**src/rtl/writeback_pipe_pkg.sv**
```systemverilog
// Shared definitions for the writeback stage: opcodes, load size codes,
// occupancy states and the register-write qualification helper.
package writeback_pipe_pkg;

    // Default datapath width used by the writeback stage
    localparam int N = 32;

    localparam logic [6:0] OPC_LOAD   = 7'b0000011;
    localparam logic [6:0] OPC_STORE  = 7'b0100011;
    localparam logic [6:0] OPC_BRANCH = 7'b1100011;

    localparam logic [2:0] F3_LB  = 3'b000;
    localparam logic [2:0] F3_LH  = 3'b001;
    localparam logic [2:0] F3_LW  = 3'b010;
    localparam logic [2:0] F3_LD  = 3'b011;
    localparam logic [2:0] F3_LBU = 3'b100;
    localparam logic [2:0] F3_LHU = 3'b101;
    localparam logic [2:0] F3_LWU = 3'b110;

    typedef enum logic [1:0] {
        OCC_EMPTY,
        OCC_ONE,
        OCC_FULL
    } occ_t;

    // Branches and stores retire without a register write; x0 is never written
    function automatic logic wr_type(input logic [6:0] opcode, input logic [4:0] rd);
        return !(opcode == OPC_BRANCH || opcode == OPC_STORE) && (rd != 5'd0);
    endfunction

endpackage

```
**src/rtl/writeback_pipe_load_align.sv**
```systemverilog
// Combinational load formatter: extracts the addressed byte/half/word from
// the aligned memory word and sign- or zero-extends it to XLEN.
module load_align
    import writeback_pipe_pkg::*;
#(
    parameter int XLEN = N,
    localparam int OFS_W = $clog2(XLEN / 8)
) (
    input  logic [2:0]       funct3,
    input  logic [OFS_W-1:0] addr_lo,
    input  logic [XLEN-1:0]  load_data,
    output logic [XLEN-1:0]  data
);

    logic [7:0]  byte_v;
    logic [15:0] half_v;
    logic [31:0] word_v;

    // Misaligned offsets simply drop the low bits below the access size
    assign byte_v = 8'(load_data >> {addr_lo, 3'b000});
    assign half_v = 16'(load_data >> {addr_lo[OFS_W-1:1], 4'b0000});
    assign word_v = (XLEN == 64) ? 32'(load_data >> {addr_lo[OFS_W-1], 5'b00000})
                                 : 32'(load_data);

    // Select and extend according to the load size code
    always_comb begin
        data = load_data;
        case (funct3)
            F3_LB:  data = XLEN'($signed(byte_v));
            F3_LBU: data = XLEN'(byte_v);
            F3_LH:  data = XLEN'($signed(half_v));
            F3_LHU: data = XLEN'(half_v);
            F3_LW:  data = XLEN'($signed(word_v));
            F3_LWU: if (XLEN == 64) data = XLEN'(word_v);
            F3_LD:  data = load_data;
            default: data = load_data;
        endcase
    end

endmodule

```
**src/rtl/writeback_pipe.sv**
```systemverilog
// Writeback stage: two-entry output/skid pipeline feeding the register file,
// with a forwarding copy of the held result and a retired-instruction counter.
module writeback_pipe
    import writeback_pipe_pkg::*;
#(
    parameter int XLEN  = N,
    parameter int CNT_W = 64,
    localparam int OFS_W = $clog2(XLEN / 8)
) (
    input  logic              clk,
    input  logic              rst_n,
    input  logic              i_mem_vld,
    output logic              o_mem_rdy,
    input  logic [4:0]        i_rd,
    input  logic [6:0]        i_opcode,
    input  logic [2:0]        i_funct3,
    input  logic [OFS_W-1:0]  i_addr_lo,
    input  logic [XLEN-1:0]   i_alu_data,
    input  logic [XLEN-1:0]   i_load_data,
    input  logic              i_stall,
    output logic              o_rf_wr,
    output logic [4:0]        o_rf_rd,
    output logic [XLEN-1:0]   o_rf_data,
    output logic              o_fwd_vld,
    output logic [4:0]        o_fwd_rd,
    output logic [XLEN-1:0]   o_fwd_data,
    output logic [CNT_W-1:0]  o_instret
);

    occ_t              state, state_next;
    logic              rdy_q;
    logic              accept, drain, out_vld;
    logic              new_wr;
    logic [XLEN-1:0]   new_data, load_fmt;
    logic              out_wr, skd_wr;
    logic [4:0]        out_rd, skd_rd;
    logic [XLEN-1:0]   out_data, skd_data;
    logic [CNT_W-1:0]  instret;

    load_align #(.XLEN(XLEN)) u_load_align (
        .funct3    (i_funct3),
        .addr_lo   (i_addr_lo),
        .load_data (i_load_data),
        .data      (load_fmt)
    );

    assign out_vld  = (state != OCC_EMPTY);
    assign accept   = i_mem_vld & rdy_q;
    assign drain    = out_vld & ~i_stall;
    assign new_wr   = wr_type(i_opcode, i_rd);
    assign new_data = (i_opcode == OPC_LOAD) ? load_fmt : i_alu_data;

    // Occupancy transitions; accept-with-drain keeps the count unchanged
    always_comb begin
        state_next = state;
        case (state)
            OCC_EMPTY: if (accept) state_next = OCC_ONE;
            OCC_ONE: begin
                if (accept && i_stall)       state_next = OCC_FULL;
                else if (!accept && !i_stall) state_next = OCC_EMPTY;
            end
            OCC_FULL:  if (!i_stall) state_next = OCC_ONE;
            default:   state_next = OCC_EMPTY;
        endcase
    end

    // Occupancy, registered ready and retire counter
    always_ff @(posedge clk or negedge rst_n) begin
        if (!rst_n) begin
            state   <= OCC_EMPTY;
            rdy_q   <= 1'b0;
            instret <= '0;
        end else begin
            state <= state_next;
            rdy_q <= (state_next != OCC_FULL);
            if (drain) instret <= instret + CNT_W'(1);
        end
    end

    // Entry storage: new data lands in OUT when it is free or draining, else in SKD
    always_ff @(posedge clk or negedge rst_n) begin
        if (!rst_n) begin
            out_wr   <= 1'b0;
            out_rd   <= '0;
            out_data <= '0;
            skd_wr   <= 1'b0;
            skd_rd   <= '0;
            skd_data <= '0;
        end else begin
            if (accept && (state == OCC_EMPTY || drain)) begin
                out_wr   <= new_wr;
                out_rd   <= i_rd;
                out_data <= new_data;
            end else if (state == OCC_FULL && drain) begin
                out_wr   <= skd_wr;
                out_rd   <= skd_rd;
                out_data <= skd_data;
            end
            if (accept && state == OCC_ONE && !drain) begin
                skd_wr   <= new_wr;
                skd_rd   <= i_rd;
                skd_data <= new_data;
            end
        end
    end

    assign o_mem_rdy  = rdy_q;
    assign o_rf_wr    = out_vld & out_wr & ~i_stall;
    assign o_rf_rd    = out_vld ? out_rd : 5'd0;
    assign o_rf_data  = out_vld ? out_data : '0;
    assign o_fwd_vld  = out_vld & out_wr;
    assign o_fwd_rd   = o_rf_rd;
    assign o_fwd_data = o_rf_data;
    assign o_instret  = instret;

endmodule

```
**config.mk**
```make
export PLATFORM = sky130hd
export DESIGN_NAME = writeback_pipe
export DESIGN_NICKNAME = d
export VERILOG_FILES = /design/src/rtl/writeback_pipe_pkg.sv /design/src/rtl/writeback_pipe_load_align.sv /design/src/rtl/writeback_pipe.sv
export SDC_FILE = /design/constraint.sdc
export NUM_CORES = 1
export LEC_CHECK = 0
export CAP_MARGIN = 10
export CORE_UTILIZATION = 45
export CTS_CLUSTER_SIZE = 12
export DETAILED_ROUTE_END_ITERATION = 10
export PLACE_DENSITY = 0.82
export SLEW_MARGIN = 10
export SYNTH_ARGS = -nofsm -noshare
export SYNTH_HDL_FRONTEND = slang
export SYNTH_HIERARCHICAL = 1
export SYNTH_SLANG_ARGS = --single-unit
```
**constraint.sdc**
```tcl
create_clock -name clk -period 6.5 [get_ports clk]
set_clock_uncertainty 0.05 [all_clocks]
set_input_delay 1.95 -clock clk [delete_from_list [all_inputs] [get_ports clk]]
set_output_delay 1.95 -clock clk [all_outputs]
set_load 0.02 [all_outputs]
```
==> results.cfg, run 1 <==
[final_layout]
mostFrequentLayoutCells = sky130_fd_sc_hd__clkdlybuf4s50_1 (224), sky130_fd_sc_hd__dfrtp_1 (143), sky130_fd_sc_hd__nand2_1 (65), sky130_fd_sc_hd__o21ai_0 (51), sky130_fd_sc_hd__nor2b_1 (47)
diodes = 0
area_delta_synth_final_pct = 34.32
fillers = 1387
leading_cell_type_in_the_layout_fill_and_taps_excluded = sky130_fd_sc_hd__clkdlybuf4s50_1
finalNetCount = 1060
layout-drive-gt1-share = 0.06788

[clocking]
post-cts-setup-buffer-count = 0
cts.root.buffer_cell = sky130_fd_sc_hd__clkbuf_16
hold_buffers = 0
clock_sinks = 143
clock_tree_from_tritoncts = built
worst_skew_pair_later_pin_latency_ns = 0.42
reg_clk_slew_reported_paths_ns = 0.06
cts.path.max_buffers = 2
cts_made_buffers = 17
ctsHtreeMaxLevel = 4
cts_resized = 0

[synthesis]
synth_seq_cells = 143
post_synth_main_area_contributors = sky130_fd_sc_hd__dfrtp_1 (45%), sky130_fd_sc_hd__mux2i_1 (5.5%), sky130_fd_sc_hd__xnor2_1 (4.2%)
synth_area_leader_cell = sky130_fd_sc_hd__dfrtp_1
fraction_of_registers_with_async_set_or_reset_after_synthesis = 1.000
synth_edf_count = 0
synth.avg_cell_area_um2 = 9.765
synth_top_area_share = 0.4535
syn-instance-count = 808
syn_nets = 894
synth-seq-area-share = 0.4535
yosysUniqueCellTypes = 53
synthesis.area_um2 = 7890
yosys_most_used_dff = sky130_fd_sc_hd__dfrtp_1
number_of_synthesis_warnings = 6

[grt]
first_global_vias = 6209
groute.usage.overall = 0.2285
antenna_found_initial = 0
maximum_number_of_pins_on_one_net_before_global_route_repair = 98
grt_first_pass_wirelength_um = 32110
overflow = 0

[floorplan]
pin_count = 226
die_h_um = 134.4
core_area_um2 = 17240
starting_density_of_the_core = 0.4578
std_cell_rows = 48
die_w_um = 134.4
design.die.area_um2 = 18070

[setup_path]
worst-setup-path-type = primary input to output pin
cp_max_fo = 13
worstReg2RegStart = o_instret[11]
endpoint_class_of_the_critical_path = output pin
launching_element_of_the_worst_setup_path = i_stall
crit_path_start_kind = primary input
worst-endpoint-required_ns = 4.50
worst-r2r-setup-slack_ns = 3.91
worst_ep_arrival_time_ns = 3.75

[timing]
timing.final.crit_period_ns = 5.748
setup_slack_ns = 0.7516
final_period_util = 0.8844
max_slew.worst_pin.slew_ns = 1.041
setup-violations-final = 0
maxClockFrequency_mhz = 174.0
setup_tns_ns = 0
report.final.hold_viol_count = 0
rsz0062_at_grt = false
timing.final.max_slew_violations = 0
relSlewSlack = 0.3061

[power]
power.static_leakage_nw = 4.788
power.density_cell_area_nw_per_um2 = 330.0
worst_supply_voltage_drop_on_vdd_mv = 0.1922

[placed_design]
pre_cts_ws_ns = 0.7852
detailed_place_hpwl_um = 14590
placer_s_final_routability_congestion_estimate = 0.9452
buffer_ports.inserted = 225

[min_path]
start_point_of_the_worst_min_delay_path = out_data[16]
hold_path_class = flip-flop to flip-flop

[detailed_routing]
remaining_design_rule_violation_count = 0
wl_final_um = 20320
wire_per_inst_um = 16.77
avgViaCountPerCell = 5.518
antenna_violating_nets_post_route = 0
first_iter_violations = 355
detailroute.via_count = 6688
drtPass1Iterations = 5

[outcome]
status = finished clean

[flow_run]
max_cap_viol_count = 0
==> cells in the mapped netlist, types with 3 or more instances <==
| cell type | number |
|---|---|
| sky130_fd_sc_hd__a211oi_1 | 23 |
| sky130_fd_sc_hd__a21o_1 | 28 |
| sky130_fd_sc_hd__a21oi_1 | 21 |
| sky130_fd_sc_hd__a221o_1 | 4 |
| sky130_fd_sc_hd__a22oi_1 | 15 |
| sky130_fd_sc_hd__and2_1 | 4 |
| sky130_fd_sc_hd__and3_1 | 13 |
| sky130_fd_sc_hd__and4_1 | 6 |
| sky130_fd_sc_hd__buf_1 | 5 |
| sky130_fd_sc_hd__buf_4 | 37 |
| sky130_fd_sc_hd__buf_6 | 3 |
| sky130_fd_sc_hd__clkbuf_1 | 35 |
| sky130_fd_sc_hd__dfrtp_1 | 143 |
| sky130_fd_sc_hd__inv_1 | 23 |
| sky130_fd_sc_hd__mux2_2 | 12 |
| sky130_fd_sc_hd__mux2i_1 | 43 |
| sky130_fd_sc_hd__nand2_1 | 66 |
| sky130_fd_sc_hd__nand3_1 | 34 |
| sky130_fd_sc_hd__nand4_1 | 21 |
| sky130_fd_sc_hd__nor2_1 | 47 |
| sky130_fd_sc_hd__nor2b_1 | 48 |
| sky130_fd_sc_hd__nor3_1 | 7 |
| sky130_fd_sc_hd__nor3b_1 | 3 |
| sky130_fd_sc_hd__nor4_1 | 9 |
| sky130_fd_sc_hd__nor4_4 | 3 |
| sky130_fd_sc_hd__o21ai_0 | 51 |
| sky130_fd_sc_hd__o221ai_1 | 5 |
| sky130_fd_sc_hd__o2bb2ai_1 | 3 |
| sky130_fd_sc_hd__xnor2_1 | 38 |
| sky130_fd_sc_hd__xor2_1 | 25 |
==> cells by family after synthesis <==
kind of cell / after synthesis / synth area share
adders and majority gates: 1 / 0.001586
and+or+nand+nor: 277 / 0.1914
xor gates and xnor gates: 63 / 0.06993
buffers and inverters: 106 / 0.07120
muxes: 56 / 0.07453
AOI/OAI and AO/OA: 162 / 0.1378
DFF: 143 / 0.4535
==> worst paths after layout <==
path | endpoint | cells after the start
setup / recovery | o_rf_wr | 4
hold / removal | out_data[16] | 1
setup reg to reg | o_instret[63] | 5
hold reg to reg | out_data[16] | 1
max in group asynchronous | skd_rd[3] | 2
min in group asynchronous | o_instret[13] | 1
==> critical path, cell delays in order <==
cell,delay [ns]
sky130_fd_sc_hd__clkdlybuf4s50_1,0.56
sky130_fd_sc_hd__o21ba_2,0.48
sky130_fd_sc_hd__and2_1,0.16
sky130_fd_sc_hd__clkdlybuf4s50_1,0.59
==> cell type report <==
type	count	area, um2	share of cell area
timing repair buffer	229	2296	0.2166
clock buffer	18	439.2	0.04144
inverter	24	90.09	0.008501
tap	225	281.5	0.02656
multi-input combinational	559	3779	0.3566
clock inverter	14	133.9	0.01263
sequential	143	3578	0.3377
==> flip-flops by register name, summed over array words and instances (netlist names) <==
signal and flops:
out_rd 5, state 2, out_data 32, skd_rd 5, o_mem_rdy 1, out_wr 1, skd_data 32, skd_wr 1
o_instret 64
==> where the power goes <==
| part | internal [mW] | switching (mW) |
|---|---|---|
| registers | 1.13 | 0.139 |
| logic | 0.613 | 0.683 |
| clock network | 0.541 | 0.395 |
==> stage by stage <==
stage                     std cells  hold WS, ns  utilization  power [mW]  cell area, um2
after floorplan                 808       0.3918            -       2.100            7890
after global placement         1179       0.4043       0.5801       2.540           10000
after detailed placement       1179       0.4076       0.5801       2.578           10000
after CTS                      1211       0.4211       0.6134       3.518           10570
after global routing           1212       0.4314       0.6148       3.688           10600
final                          1212       0.4151       0.6148       3.497           10600
==> per-layer routing <==
layer | GRT usage | part of all wire | vias up
li1 | - | - | 3165
met1 | 0.2983 | 0.43 | 3220
met2 | 0.3736 | 0.49 | 280
met3 | 0.06009 | 0.066 | 23
met4 | 0.06429 | 0.011 | 0
met5 | 0 | 0 | -
Power figures use the tool's default switching activity.
==> run 2: changes to the inputs <==
--- a/config.mk
+++ b/config.mk
@@ -7,6 +7,7 @@
 export LEC_CHECK = 0
 export CAP_MARGIN = 10
 export CORE_UTILIZATION = 45
+export CTS_CLUSTER_DIAMETER = 30
 export CTS_CLUSTER_SIZE = 12
 export DETAILED_ROUTE_END_ITERATION = 10
 export PLACE_DENSITY = 0.82
==> results of run 2 <==
No change in the layout: final DEF, timing and power equal those of run 1.
